`config.mk`:
```
export PLATFORM = sky130hd
export DESIGN_NAME = serial_tx
export DESIGN_NICKNAME = d
export VERILOG_FILES = /design/src/rtl/serial_tx.sv
export SDC_FILE = /design/constraint.sdc
export NUM_CORES = 1
export LEC_CHECK = 0
export BUFFER_PORTS_ARGS = -buffer_cell sky130_fd_sc_hd__buf_2
export CAP_MARGIN = 20
export CORE_MARGIN = 5
export CORE_UTILIZATION = 47
export DETAILED_ROUTE_END_ITERATION = 8
export GPL_ROUTABILITY_DRIVEN = 0
export PLACE_DENSITY = 0.65
export RECOVER_POWER = 50
export SLEW_MARGIN = 30
export SYNTH_ARGS = -nofsm -noshare
export SYNTH_HDL_FRONTEND = slang
export SYNTH_SLANG_ARGS = --single-unit
export TNS_END_PERCENT = 1
```
`constraint.sdc`:
```
create_clock -name clk -period 2.4 [get_ports clk]
set_clock_uncertainty 0.15 [all_clocks]
set_input_delay 0.36 -clock clk [delete_from_list [all_inputs] [get_ports clk]]
set_output_delay 0.36 -clock clk [all_outputs]
set_load 0.02 [all_outputs]
```
`src/rtl/serial_tx.sv`:
```
// Parallel-to-serial frame transmitter: start bit, LSB-first data, optional parity, stop bit(s).
// Line idles high; a byte is taken from a valid/ready source whenever the FSM is idle.
module serial_tx #(
    parameter int CLKS_PER_BIT = 16,
    parameter int DATA_BITS    = 8,
    parameter int PARITY_EN    = 0,
    parameter int PARITY_ODD   = 0,
    parameter int STOP_BITS    = 1
) (
    input  logic                 clk,
    input  logic                 RESET,
    input  logic [DATA_BITS-1:0] data_in,
    input  logic                 data_valid,
    output logic                 data_ready,
    output logic                 tx,
    output logic                 busy,
    output logic                 done
);

    localparam int BAUD_W = $clog2(CLKS_PER_BIT * STOP_BITS);
    localparam int IDX_W  = $clog2(DATA_BITS);
    localparam logic [BAUD_W-1:0] BIT_LAST  = BAUD_W'(CLKS_PER_BIT - 1);
    localparam logic [BAUD_W-1:0] STOP_LAST = BAUD_W'(CLKS_PER_BIT * STOP_BITS - 1);
    localparam logic [IDX_W-1:0]  IDX_LAST  = IDX_W'(DATA_BITS - 1);

    typedef enum logic [2:0] {
        S_IDLE,
        S_START,
        S_DATA,
        S_PARITY,
        S_STOP
    } state_t;

    state_t                 state_reg, state_next;
    logic [BAUD_W-1:0]      baud_reg, baud_next;
    logic [IDX_W-1:0]       idx_reg, idx_next;
    logic [DATA_BITS-1:0]   shift_reg, shift_next;
    logic                   parity_reg, parity_next;
    logic                   tx_reg, tx_next;
    logic                   busy_reg, busy_next;
    logic                   done_reg, done_next;
    logic                   bit_end;

    always_ff @(posedge clk or negedge RESET) begin
        if (!RESET) begin
            state_reg  <= S_IDLE;
            baud_reg   <= '0;
            idx_reg    <= '0;
            shift_reg  <= '0;
            parity_reg <= 1'b0;
            tx_reg     <= 1'b1;
            busy_reg   <= 1'b0;
            done_reg   <= 1'b0;
        end else begin
            state_reg  <= state_next;
            baud_reg   <= baud_next;
            idx_reg    <= idx_next;
            shift_reg  <= shift_next;
            parity_reg <= parity_next;
            tx_reg     <= tx_next;
            busy_reg   <= busy_next;
            done_reg   <= done_next;
        end
    end

    // tx is computed from the next state so the line moves on the same edge as the FSM.
    always_comb begin
        state_next  = state_reg;
        baud_next   = baud_reg;
        idx_next    = idx_reg;
        shift_next  = shift_reg;
        parity_next = parity_reg;
        tx_next     = tx_reg;
        done_next   = 1'b0;
        bit_end     = (baud_reg == BIT_LAST);

        case (state_reg)
            S_IDLE: begin
                tx_next = 1'b1;
                if (data_valid) begin
                    state_next  = S_START;
                    shift_next  = data_in;
                    parity_next = (^data_in) ^ (PARITY_ODD != 0);
                    baud_next   = '0;
                    idx_next    = '0;
                    tx_next     = 1'b0;
                end
            end
            S_START: begin
                if (bit_end) begin
                    state_next = S_DATA;
                    baud_next  = '0;
                    idx_next   = '0;
                    tx_next    = shift_reg[0];
                end else begin
                    baud_next = baud_reg + BAUD_W'(1);
                end
            end
            S_DATA: begin
                if (bit_end) begin
                    baud_next  = '0;
                    shift_next = shift_reg >> 1;
                    if (idx_reg == IDX_LAST) begin
                        if (PARITY_EN != 0) begin
                            state_next = S_PARITY;
                            tx_next    = parity_reg;
                        end else begin
                            state_next = S_STOP;
                            tx_next    = 1'b1;
                        end
                    end else begin
                        idx_next = idx_reg + IDX_W'(1);
                        tx_next  = shift_next[0];
                    end
                end else begin
                    baud_next = baud_reg + BAUD_W'(1);
                end
            end
            S_PARITY: begin
                if (bit_end) begin
                    state_next = S_STOP;
                    baud_next  = '0;
                    tx_next    = 1'b1;
                end else begin
                    baud_next = baud_reg + BAUD_W'(1);
                end
            end
            S_STOP: begin
                // Stop period spans all stop bits in one count.
                if (baud_reg == STOP_LAST) begin
                    state_next = S_IDLE;
                    baud_next  = '0;
                    done_next  = 1'b1;
                    tx_next    = 1'b1;
                end else begin
                    baud_next = baud_reg + BAUD_W'(1);
                end
            end
            default: begin
                state_next = S_IDLE;
                baud_next  = '0;
                tx_next    = 1'b1;
            end
        endcase

        busy_next = (state_next != S_IDLE);
    end

    assign data_ready = (state_reg == S_IDLE);
    assign tx         = tx_reg;
    assign busy       = busy_reg;
    assign done       = done_reg;

endmodule

```
### After elaboration in Yosys (flattened, before gate mapping)

Index checks and enable logic that the tools add are counted.

| word-level totals | value |
|---|---|
| register bits after elaboration | 21 |
| logic and storage cells | 55 |
| output and inout bits | 4 |

| cells by class | value |
|---|---|
| reductions and logical operators | 9 |
| add/subtract/negate cells | 2 |
| multiplexer cells | 26 |
| equality and inequality tests | 11 |

Operators by type and width:

| cell | count |
|---|---|
| $mux W3 | 10 |
| $mux W8 | 2 |
| $pmux W8 S2 | 1 |
| $pmux W3 S5 | 1 |
| $pmux W3 S3 | 1 |
| $mux W4 | 2 |
| $ne A2 B2 Y1 const B | 4 |
| $pmux W4 S2 | 1 |
| $mux W1 | 7 |
| $eq A3 B2 Y1 const B | 2 |
| $eq A3 B3 Y1 const B | 2 |
| $reduce_and A3 Y1 | 2 |
| $reduce_bool A3 Y1 | 2 |
| $reduce_and A5 Y1 | 1 |
| $add A4 B1 Y4 const B | 1 |
| $eq A4 B4 Y1 const B | 1 |
| $pmux W1 S4 | 1 |
| $reduce_or A4 Y1 | 1 |
| $add A3 B1 Y3 const B | 1 |
| $eq A3 B1 Y1 const B | 1 |
| $logic_not A3 Y1 | 1 |
| $ne A2 B1 Y1 const B | 1 |
| $reduce_bool A2 Y1 | 1 |
| $reduce_or A2 Y1 | 1 |

### Logic depth before layout (Yosys ltp)

Gate-level depths: netlist of the first run.

| logic depth | value |
|---|---|
| depth after elaboration | 5 |
| mapped depth | 7 |
| gate-level depth less buffers | 6 |

### Least setup slack after synthesis of the first run

No wires, ideal clock.

| timing | value |
|---|---|
| path kind | flip-flop to flip-flop |
| start point | reg state_reg[1] |
| end point | reg shift_reg[7] |
| setup time | 0.122 ns |
| required time | 2.128 ns |
| stages on the path, launching flop included | 7 |
| arrival | 1.925 ns |
| path buffers | 2 |
| setup slack | 0.203 ns |
| cells stage by stage | dfrtp_1 buf_6 nor3_1 nand2_1 and2_4 buf_6 a32o_1 |

| on the way | value |
|---|---|
| longest elaborated chain between the ends | 3 |
| elaborated cells between the ends (all ways) | 7 |

Ends and longest elaborated chain:

| what | line | source |
|---|---|---|
| start, declared | 34 | `state_t state_reg, state_next;` |
| start signal, assigned | 55 | `state_reg <= state_next;` |
| $logic_not A3 Y1 (*) | n/a |  |
| named net data_ready | 14 | `output logic data_ready,` |
| $ne A2 B2 Y1 (no line) / $reduce_bool A2 Y1 (equally long branches) | n/a |  |
| $reduce_and A3 Y1 (no line) | n/a |  |
| end signal, assigned | 58 | `shift_reg <= shift_next;` |
| end, declared | 37 | `logic [DATA_BITS-1:0] shift_reg, shift_next;` |

The timed path passes the listed nets; every way through them passes the cells marked *.
A chain may end at the register's enable or synchronous reset.

### Worst setup path in the final report of the first run

| timing | value |
|---|---|
| start point | reg state_reg[2] |
| end point | out data_ready |

| on the way | value |
|---|---|
| longest elaborated chain between the ends | 1 |

Ends and longest elaborated chain:

| what | line | source |
|---|---|---|
| $logic_not A3 Y1 | 149 | `assign data_ready = (state_reg == S_IDLE);` |
| end, declared | 14 |  |

Every way passes these cells.

==> metrics.md, run 1 <==
| Metric | Value |
|---|---|
| Rel. slew slack | 26.79% |
| TritonCTS clock tree | done |
| Most frequent cells in the layout | dfrtp_1 (20), a21oi_1 (11), buf_2 (11) |
| Final worst path period share | 89.12% |
| Initial antenna violation count | 0 |
| GRT Total Usage | 13.50% |
| Setup CP Type | reg2out |
| Worst-Skew Late Latency | 0.30 ns |
| Wirelength per Cell | 13.80 um |
| CTS HTree Levels | 1 |
| Flip-flop and latch count after synthesis | 21 |
| Max cap viols | 0 |
| Initial Utilization | approximately half |
| Core box area | 0.002212 sq mm |
| Post-synth EDFFs | 0 |
| Least-Margin Pin Slew | 1.098 ns |
| CP Launch Type | flip-flop |
| Vias/cell | 5.586 |
| Distinct cells, synth | 36 |
| DIE AREA | 0.003379 sq mm |
| Die H | 58.13 um |
| I/O pin count | 15 |
| Hold slack | around 0.16 ns |
| Clock transition at path regs | 0.11 ns |
| Levels on crit path | 3 |
| Clk sinks | 21 |
| Syn avg cell area | 9.807 sq um |
| Top_reg_cell synth | dfrtp_1 |
| Final nets | 139 |
| Placed wire-length estimate | 1.545 mm |
| Core Rows | 17 |
| Port bufs | 14 |
| Seq/Total Area, Yosys | approximately 48% |
| CP Cell Sequence | buf_4 -> nor3_1 -> buf_2 |
| Most common cell after layout, fill and taps aside | dfrtp_1 |
| Synthesized area | roughly 0.0011 sq mm |
| Post-CTS sizing | 0 |
| # setup viols final | 0 |
| Multi-input gate area | 483.0 sq um |
| Reg2reg path depth | 6 |
| Fin. Hold Viols | 0 |
| CP Buf/Inv Count | 2 |
| Worst Hold Class | in2reg |
| Crit. End Element | output pin |
| Total Neg Setup Slack | 0 ns |
| Clock root buffer | clkbuf_4 |
| Post-Syn Instances | 111 |
| Worst Path Max Fanout | 11 |
| Warnings, synthesis | 0 |
| Lkg Pwr | approximately 0.00055 uW |
| Family with the most delay on the worst path | flip-flops |
| Synthesized netlist net count | 125 |
| CTS buffer count | 3 |
| Power Density | 454.0 mW/mm^2 |
| Unrepaired setup endpoints after global routing | false |
| Filler cells | 223 |
| Dpl ws | 0.3155 ns |
| Maximum clock frequency | 467.5 MHz |
| DRC violations left | 0 |
| First-pass GRT wire length | 3.519 mm |
| Largest net degree at the start of global routing | 22 |
| Design area | 0.001181 sq mm |
| Drt pass-1 iters | 4 |
| Asr flop ratio synth | 100.0% |
| Detail Route Antenna Nets | 0 |
| Total placed instance area | 0.001149 sq mm |
| Largest stage delay on the critical path | roughly 0.50 ns |
| Final Power | 536.2 uW |
| Final Max Slew Viols | 0 |
| Setup Fix Bufs, Post-CTS | 0 |
| CP Data Arrival Time | ~1.6 ns |
| Die X | approximately 58 um |
| Worst VDD drop | 257.0 uV |
| Run status | complete, no violations |
| Layout cells sized above 1 | between 10% and 20% |
| Final WL | 2.097 mm |
| Diodes inserted | 0 |
| Area Overhead vs Synth | 8.505% |
| Hold Path Cell Cnt | 2 |
| Slowest CP cell | dfrtp_1 |
| DRT iter0 DRCs | 13 |
| Grt ovf | 0 |
| Vias | between 800 and 900 |
| Vias in the first global route | 854 |
| Fin crit period | 2.139 ns |
| Final WS setup | 0.2611 ns |
| Register area | 526.8 sq um |
| Max clock buf depth | 2 |
| Worst path required time | about 1.9 ns |
| Largest register FFs | 8 |
-- final cells by class --
class,count,area share (%)
flip-flops and latches,21,44.60
multi-input cells,76,40.89
repair buffers,16,7.097
well taps,28,2.966
clock buffers,4,2.225
inverters,7,2.225
-- synthesized netlist by cell type (2+ instances only) --
cell      number  area, sq um
nor2_1         8        30.03
o21ai_0        5        25.02
ha_1           3        37.54
o31ai_1        2        15.01
a22o_1         2        17.52
a211oi_1       2        15.01
dfrtp_1       20        500.5
or3_1          2        12.51
a21oi_1       11        55.05
inv_1          7        26.28
nand3b_1       3        22.52
o22ai_1        9        56.30
nand2_1        8        30.03
clkbuf_1       2        7.510
nor3_1         4        20.02
buf_6          3        33.78
-- what timing repair did --
action	4_1_cts	5_1_grt
hold endpoints to repair	20	0
setup endpoints to repair	0	0
hold buffers	1	0
-- layer usage --
layer,vias to the layer above,part of all wire [%],track usage (%)
li1,427,-,-
met1,405,48,16.78
met2,12,47,22.42
met3,5,2.7,2.227
met4,0,2.3,6.954
met5,-,0,0
-- final timing paths --
kind	start	end	slack (ns)
worst max-delay path	state_reg[2]$_DFF_PN0_	data_ready	0.26
worst min-delay path	data_in[7]	shift_reg[7]$_DFFE_PN0P_	0.16
worst max register to register	idx_reg[0]$_DFFE_PN0P_	idx_reg[0]$_DFFE_PN0P_	0.31
worst min register to register	shift_reg[7]$_DFFE_PN0P_	shift_reg[7]$_DFFE_PN0P_	0.37
max in group asynchronous	RESET	shift_reg[1]$_DFFE_PN0P_	0.82
min in group asynchronous	RESET	baud_reg[2]$_DFFE_PN0P_	0.62
-- report_power, final --
group          internal, uW  total [uW]  switching [uW]
combinational          7.40        18.0            10.5
clock                  64.8         165            99.7
sequential              354         354               0
-- kinds of logic (layout without fill, tap and decap cells) --
family | after synthesis | after routing | synth area share, %
flops | 21 | 21 | 48.39
mux | 1 | 1 | 1.034
buf+inv | 14 | 27 | 7.242
fa+ha+maj | 3 | 3 | 3.449
compound gates | 36 | 36 | 20.80
xor+xnor | 2 | 2 | 1.609
simple gates | 34 | 34 | 17.47
-- per-stage QoR --
stage,cells,util [%]
finish,152,53.39
detailed placement,147,51.92
global route,152,53.39
floorplan,111,-
global placement,147,51.92
CTS,152,53.56
Note: power is estimated with default switching activity, not from simulation.
==> run 2: changes to the inputs <==
--- a/config.mk
+++ b/config.mk
@@ -5,6 +5,7 @@
 export SDC_FILE = /design/constraint.sdc
 export NUM_CORES = 1
 export LEC_CHECK = 0
+export ABC_AREA = 1
 export BUFFER_PORTS_ARGS = -buffer_cell sky130_fd_sc_hd__buf_2
 export CAP_MARGIN = 20
 export CORE_MARGIN = 5
==> run 2 against run 1 <==
Die area rose by 7.6%; sequential power barely moved; critical path type unchanged; area after synthesis rose by 9.2%; core utilization fell by 0.49 points; via count rose by 14%; combinational power fell by 4%; highest routed layer unchanged; worst hold slack got worse by 0.025 ns; non-clock buffer count fell by 1.
==> metrics.md, run 2 <==
| Metric | Value |
|---|---|
| Fin crit period | 1.880 ns (-0.2591 ns) |
| Crit. End Element | output pin |
| Final Power | 546.2 uW (+1.9%) |
| Placed wire-length estimate | 1.634 mm (+5.8%) |
| Final WL | 2.185 mm (+4.2%) |
| Vias in the first global route | 932 (+9.1%) |
| DRT iter0 DRCs | 37 (+24) |
| Post-synthesis xor/xnor area fraction | 0.7368% (-0.87 points) |
| Gate power share | 3.2% (about the same) |
| Hold slack | 0.1367 ns (-0.02549 ns) |
| GRT Total Usage | 13.97% (+0.47 points) |
| Placed cells | 190 (+29%) |
| Met1 Use GR | 16.93% (+0.15 points) |
| Port bufs | 14 (unchanged) |
| Max cap viols | 0 (unchanged) |
| Post-synth EDFFs | 0 (unchanged) |
| Post-Synth Simple-Gate Area | 32.95% (+15 points) |
| Synthesized area | 0.001189 sq mm (+9.2%) |
| Detail Route Antenna Nets | 0 (unchanged) |
| Worst-Skew Late Latency | 0.30 ns (about the same) |
| Post-Syn Instances | 149 (+34%) |
| Dpl ws | 0.7659 ns (+0.4504 ns) |
| Least-Margin Pin Slew | 1.158 ns (+0.06033 ns) |
| Most frequent cells in the layout | nand2_1 (41), inv_1 (22), dfrtp_1 (20) |
| Post-synthesis compound-gate area fraction | 9.263% (-12 points) |
| Area Overhead vs Synth | 9.264% |
| Die H | 60.29 um (+3.7%) |
| Final Max Slew Viols | 0 (unchanged) |
| Layout cells sized above 1 | 17.58% (-0.97 points) |
| Final WS setup | 0.5202 ns (+0.2591 ns) |
| Drt pass-1 iters | 4 (unchanged) |
| CTS HTree Levels | 1 (unchanged) |
| Sequential share of power | 64.8% (-1.2 points) |
| Top_reg_cell synth | dfrtp_1 |
| Seq/Total Area, Yosys | 44.32% (-4.1 points) |
| Filler cells | 248 (+11%) |
| Flip-flop and latch count after synthesis | 21 (unchanged) |
| Power Density | 420.5 mW/mm^2 (-7.4%) |
| Distinct cells, synth | 24 (-33%) |
| Syn avg cell area | 7.977 sq um (-19%) |
| Post-synthesis mux area share | 0% (-1.0 points) |
| Core Rows | 18 (+1) |
| Worst VDD drop | 292.0 uV (+14%) |
| Worst Path Max Fanout | 7 (-4) |
| Sw power | 123.6 uW (+12%) |
| Clock root buffer | clkbuf_4 |
| Synth top area share | 42.11% (-3.9 points) |
| Yosys top cell by area | dfrtp_1 |
| Wirelength per Cell | 11.21 um (-19%) |
| Vias/cell | 4.954 (-11%) |
| First-pass GRT wire length | 3.843 mm (+9.2%) |
| Die X | 60.29 um (+3.7%) |
| Clk sinks | 21 (unchanged) |
| Synth area leaders | dfrtp_1 (42%), nand2_1 (13%), nand3_1 (7.2%) |
| Met2 global-route usage | 23.61% (+1.2 points) |
| Total Neg Setup Slack | 0 ns (unchanged) |
| Sw frac | 22.63% (+2.1 points) |
| Commonest cells in the synthesized netlist | nand2_1 (41), inv_1 (22), dfrtp_1 (20) |
| Setup Fix Bufs, Post-CTS | 0 (unchanged) |
| Clk pwr share | 32.0% (+1.3 points) |
| Core box area | 0.002455 sq mm (+11%) |
| Most common cell after layout, fill and taps aside | nand2_1 |
| Most instantiated library cell after synthesis | nand2_1 |
| GRT busiest layer | met2 |
| TritonCTS clock tree | done |
| Fin. Hold Viols | 0 (unchanged) |
| Maximum clock frequency | 532.0 MHz (+14%) |
| Diodes inserted | 0 (unchanged) |
| DRC violations left | 0 (unchanged) |
| Initial antenna violation count | 0 (unchanged) |
| DIE AREA | 0.003635 sq mm (+7.6%) |
| Setup CP Type | reg2out |
| Layout Cells excl Fill | 195 (+28%) |
| Largest net degree at the start of global routing | 22 (unchanged) |
| Asr flop ratio synth | 100.0% (unchanged) |
| Rel. slew slack | 22.77% (-4.0 points) |
| Largest family of logic cells by synthesized area | simple AND/OR/NAND/NOR gates |
| CP Data Arrival Time | 1.37 ns (-0.26 ns) |
| Vias | 966 (+14%) |
| Final worst path period share | 78.33% (-11 points) |
| Internal power | 422.6 uW (-0.80%) |
| Grt ovf | 0 (unchanged) |
| Adder-cell share of the synthesized area | 3.158% (-0.29 points) |
| Clock transition at path regs | 0.12 ns (about the same) |
| Unrepaired setup endpoints after global routing | false |
| Warnings, synthesis | 0 (unchanged) |
| Final nets | 180 (+29%) |
| # setup viols final | 0 (unchanged) |
| Met3 Use GR | 1.944% (-0.28 points) |
| CTS hold repair buffers | 1 (unchanged) |
| Lkg Pwr | 0.0006554 uW (+18%) |
| I/O pin count | 15 (unchanged) |
| Largest register FFs | 8 (unchanged) |
| Run status | complete, no violations |
| Initial Utilization | 48.42% (-0.79 points) |
| Post-CTS sizing | 0 (unchanged) |
| Worst Hold Class | in2reg |
| CTS buffer count | 3 (unchanged) |
| Worst path required time | 1.89 ns (about the same) |
| Synthesized netlist net count | 163 (+30%) |
| CP Launch Type | flip-flop |
| Max clock buf depth | 2 (unchanged) |
run 2: path summary, 6_finish.rpt:
check                                             from  slack, ns                  endpoint  cells past startpoint
worst max-delay path            state_reg[0]$_DFF_PN0_       0.52                data_ready                      2
worst min-delay path                        data_in[7]       0.14  shift_reg[7]$_DFFE_PN0P_                      3
worst max register to register  idx_reg[0]$_DFFE_PN0P_       0.76    idx_reg[0]$_DFFE_PN0P_                      8
worst min register to register          tx$_DFFE_PN1P_       0.34            tx$_DFFE_PN1P_                      2
max in group asynchronous                        RESET       0.77    state_reg[1]$_DFF_PN0_                      2
min in group asynchronous                        RESET       0.64   baud_reg[3]$_DFFE_PN0P_                      2
run 2: final cells by class:
type	instances	area [sq um]	share of cell area, %
sequential	21	526.8	40.56
inverter	22	82.58	6.358
multi-input combinational	103	548.0	42.20
tap	30	37.54	2.890
timing repair buffer	15	76.32	5.877
clock inverter	1	5.005	0.3854
clock buffer	3	22.52	1.734
run 2: critical path, cell delays in order, from the launching register on:
cell	delay, ns
dfrtp_1	0.50
nor3_4	0.34
buf_2	0.23
run 2: power by group through the flow:
| stage | Clock, uW | Combinational [uW] | Sequential [uW] |
|---|---|---|---|
| 3_5_place_dp | 0 | 17.0 | 361 |
| 3_3_place_gp | 0 | 16.4 | 361 |
| 2_1_floorplan | 0 | 0.825 | 361 |
| 4_1_cts | 181 | 18.2 | 354 |
| 6_report | 175 | 17.3 | 354 |
| 5_1_grt | 197 | 19.9 | 354 |
run 2: kinds of logic (layout without fill, tap and decap cells):
logic type | Yosys count | in the layout
buffers and inverters | 25 | 41
flip-flops | 21 | 21
AND/OR/NAND/NOR | 79 | 79
adder cells (fa/ha/maj) | 3 | 3
XOR/XNOR | 1 | 1
AO/OA/AOI/OAI | 20 | 20
run 2: through the flow:
| step | area [sq um] | util (%) |
|---|---|---|
| final | 1299 | 52.91 |
| after global routing | 1299 | 52.91 |
| after CTS | 1303 | 53.06 |
| after detailed placement | 1265 | 51.53 |
| after global placement | 1265 | 51.53 |
| after floorplan | 1189 | - |
run 2: metal layers:
metal / up-vias / wire length (um)
met3: 2 / 57
li1: 513 / -
met4: 0 / 15
met5: - / 0
met2: 8 / 1079
met1: 443 / 1031
==> run 3: changes to the inputs <==
==> constraint.sdc (replaced) <==
create_clock -name clk -period 1.75 [get_ports clk]
set_clock_uncertainty 0.15 [all_clocks]
set_input_delay 0.2625 -clock clk [delete_from_list [all_inputs] [get_ports clk]]
set_output_delay 0.2625 -clock clk [all_outputs]
set_load 0.02 [all_outputs]
==> run 3 against run 2 <==
Sequential cell count unchanged; via count up 3.7%; clock power up 34%; routed wire length up 7.5%; core utilization up 1.1 points; count of clock-buffer cells in the layout up 1; register-to-register slack worse by 0.64 ns; sequential power up 37%; critical endpoint unchanged; largest power group unchanged.
==> metrics.md, run 3 (synthesis gave the netlist of run 2 again) <==
| Metric | Value |
|---|---|
| Run status | complete, no violations |
| CP Buf/Inv Count | 1 (unchanged) |
| Grt ovf | 0 (unchanged) |
| CTS HTree Levels | 1 (unchanged) |
| Most common cell after layout, fill and taps aside | nand2_1 |
| Setup CP Type | reg2out |
| Vias in the first global route | 953 (+2.3%) |
| Placed cells | 191 (+0.53%) |
| Slowest CP cell | dfrtp_1 |
| Final Power | 744.0 uW (+36%) |
| CP Cell Sequence | nor3_4 -> buf_2 |
| TritonCTS clock tree | done |
| DRC violations left | 0 (unchanged) |
| Initial antenna violation count | 0 (unchanged) |
| Max clock buf depth | 2 (unchanged) |
| Layout cells sized above 1 | 19.16% (+1.6 points) |
| CP Data Arrival Time | 1.25 ns (-0.12 ns) |
| Wirelength per Cell | 11.92 um (+6.4%) |
| I/O pin count | 15 (unchanged) |
| Worst reg-to-reg setup slack | 0.12 ns (-0.64 ns) |
| Die X | 60.29 um (unchanged) |
| Vias/cell | 5.086 (+2.7%) |
| Fin. Hold Viols | 0 (unchanged) |
| Detail Route Antenna Nets | 0 (unchanged) |
| Unrepaired setup endpoints after global routing | false |
| CTS buffer count | 3 (unchanged) |
| Worst path required time | 1.34 ns (-0.55 ns) |
| Family with the most delay on the worst path | flip-flops |
| Worst Path Max Fanout | 9 (+2) |
| Final WL | 2.349 mm (+7.5%) |
| Area Overhead vs Synth | 11.47% |
| Drt pass-1 iters | 4 (unchanged) |
| DRT iter0 DRCs | 26 (-30%) |
| Placed wire-length estimate | 1.757 mm (+7.6%) |
| Worst-Skew Late Latency | 0.30 ns (about the same) |
| # setup viols final | 0 (unchanged) |
| Crit. End Element | output pin |
| Rel. slew slack | 64.52% (+42 points) |
| Clock root buffer | clkbuf_4 |
| Most frequent cells in the layout | nand2_1 (41), inv_1 (22), dfrtp_1 (20) |
| Worst Hold Class | in2reg |
| Max cap viols | 0 (unchanged) |
| Origin of the worst setup path | state_reg[1]$_DFF_PN0_ |
| GRT Total Usage | 15.00% (+1.0 points) |
| Port bufs | 14 (unchanged) |
| Least-Margin Pin Slew | 0.5322 ns (-0.6263 ns) |
| R2R Path End | idx_reg[0]$_DFFE_PN0P_ |
| Initial Utilization | 48.42% (unchanged) |
| CP Launch Type | flip-flop |
| First-pass GRT wire length | 4.064 mm (+5.8%) |
| Clock transition at path regs | 0.12 ns (about the same) |
| Final nets | 182 (+1.1%) |
| Worst VDD drop | 431.3 uV (+48%) |
| Diodes inserted | 0 (unchanged) |
| Fin crit period | 1.665 ns |
| Die H | 60.29 um (unchanged) |
| Core box area | 0.002455 sq mm (unchanged) |
| Total Neg Setup Slack | 0 ns (unchanged) |
| DIE AREA | 0.003635 sq mm (unchanged) |
| Largest register FFs | 8 (unchanged) |
| Maximum clock frequency | 600.5 MHz |
| Vias | 1002 (+3.7%) |
| Final Max Slew Viols | 0 (unchanged) |
| Largest stage delay on the critical path | 0.55 ns (+0.05 ns) |
| Worst Setup EP | data_ready |
| Layout Cells excl Fill | 197 (+1.0%) |
| Core Rows | 18 (unchanged) |
| Reg-to-Reg Start | idx_reg[0]$_DFFE_PN0P_ |
| Filler cells | 252 (+1.6%) |
| Final worst path period share | 95.16% |
| Reg2reg path depth | 8 (unchanged) |
| Power Density | 561.5 mW/mm^2 (+34%) |
| Largest net degree at the start of global routing | 22 (unchanged) |
| Clk sinks | 21 (unchanged) |
| Lkg Pwr | 0.0006722 uW (+2.6%) |
| Levels on crit path | 2 (unchanged) |
run 3: worst min-delay path, delay by kind of cell:
kind,cells,cell delay (ns)
and+or+nand+nor,1,0.06
AOI/OAI and AO/OA,1,0.07
buffers and inverters,1,0.08
run 3: worst min path at each step:
stage / startpoint / end / slack (ns) / cells after the start
global route: data_in[7] / shift_reg[7]$_DFFE_PN0P_ / 0.09 / 3
global placement: RESET / baud_reg[2]$_DFFE_PN0P_ / 0.1 / 1
floorplan: RESET / baud_reg[0]$_DFFE_PN0P_ / -0.18 / 0
detailed placement: RESET / baud_reg[2]$_DFFE_PN0P_ / 0.10 / 1
CTS: data_in[7] / shift_reg[7]$_DFFE_PN0P_ / 0.05 / 3
finish: data_in[7] / shift_reg[7]$_DFFE_PN0P_ / 0.05 / 3
run 3: stage by stage:
step | utilization [%] | cell area [sq um] | setup slack, ns | hold WS [ns]
global route | 53.98 | 1325 | 0.0007804 | 0.09232
finish | 53.98 | 1325 | 0.08470 | 0.05452
global placement | 51.83 | 1272 | 0.1293 | 0.09698
CTS | 53.62 | 1316 | 0.06776 | 0.05149
detailed placement | 51.83 | 1272 | 0.1111 | 0.1001
floorplan | - | 1189 | 0.2472 | -0.1831
run 3: per-layer routing:
| layer | GRT usage (%) | wire [um] |
|---|---|---|
| met1 | 19.09 | 1091 |
| met3 | 2.376 | 66 |
| met4 | 7.911 | 52 |
| met2 | 24.23 | 1139 |
| met5 | 0 | 0 |
run 3: area by class of cell:
class                      count  area (sq um)  area share (%)
multi-input combinational    103         558.0           42.12
sequential                    21         526.8           39.75
timing repair buffer          17         93.84           7.082
inverter                      22         82.58           6.232
tap                           30         37.54           2.833
clock buffer                   4         26.28           1.983
run 3: report_power, final:
part	total [uW]	internal, uW	switching, uW	leakage [uW]
logic	23.9	9.33	14.6	0.000408
clock network	235	88.8	146	0.0000150
registers	485	485	0	0.000249
total	744	583	161	0.000672
run 3: timing repair:
item	4_1_cts	5_1_grt
endpoints found under the setup margin	1	8
gates resized for setup	0	2
hold buffers	1	0
hold endpoints to repair	20	0
setup buffers	1	0
pin swaps	1	0
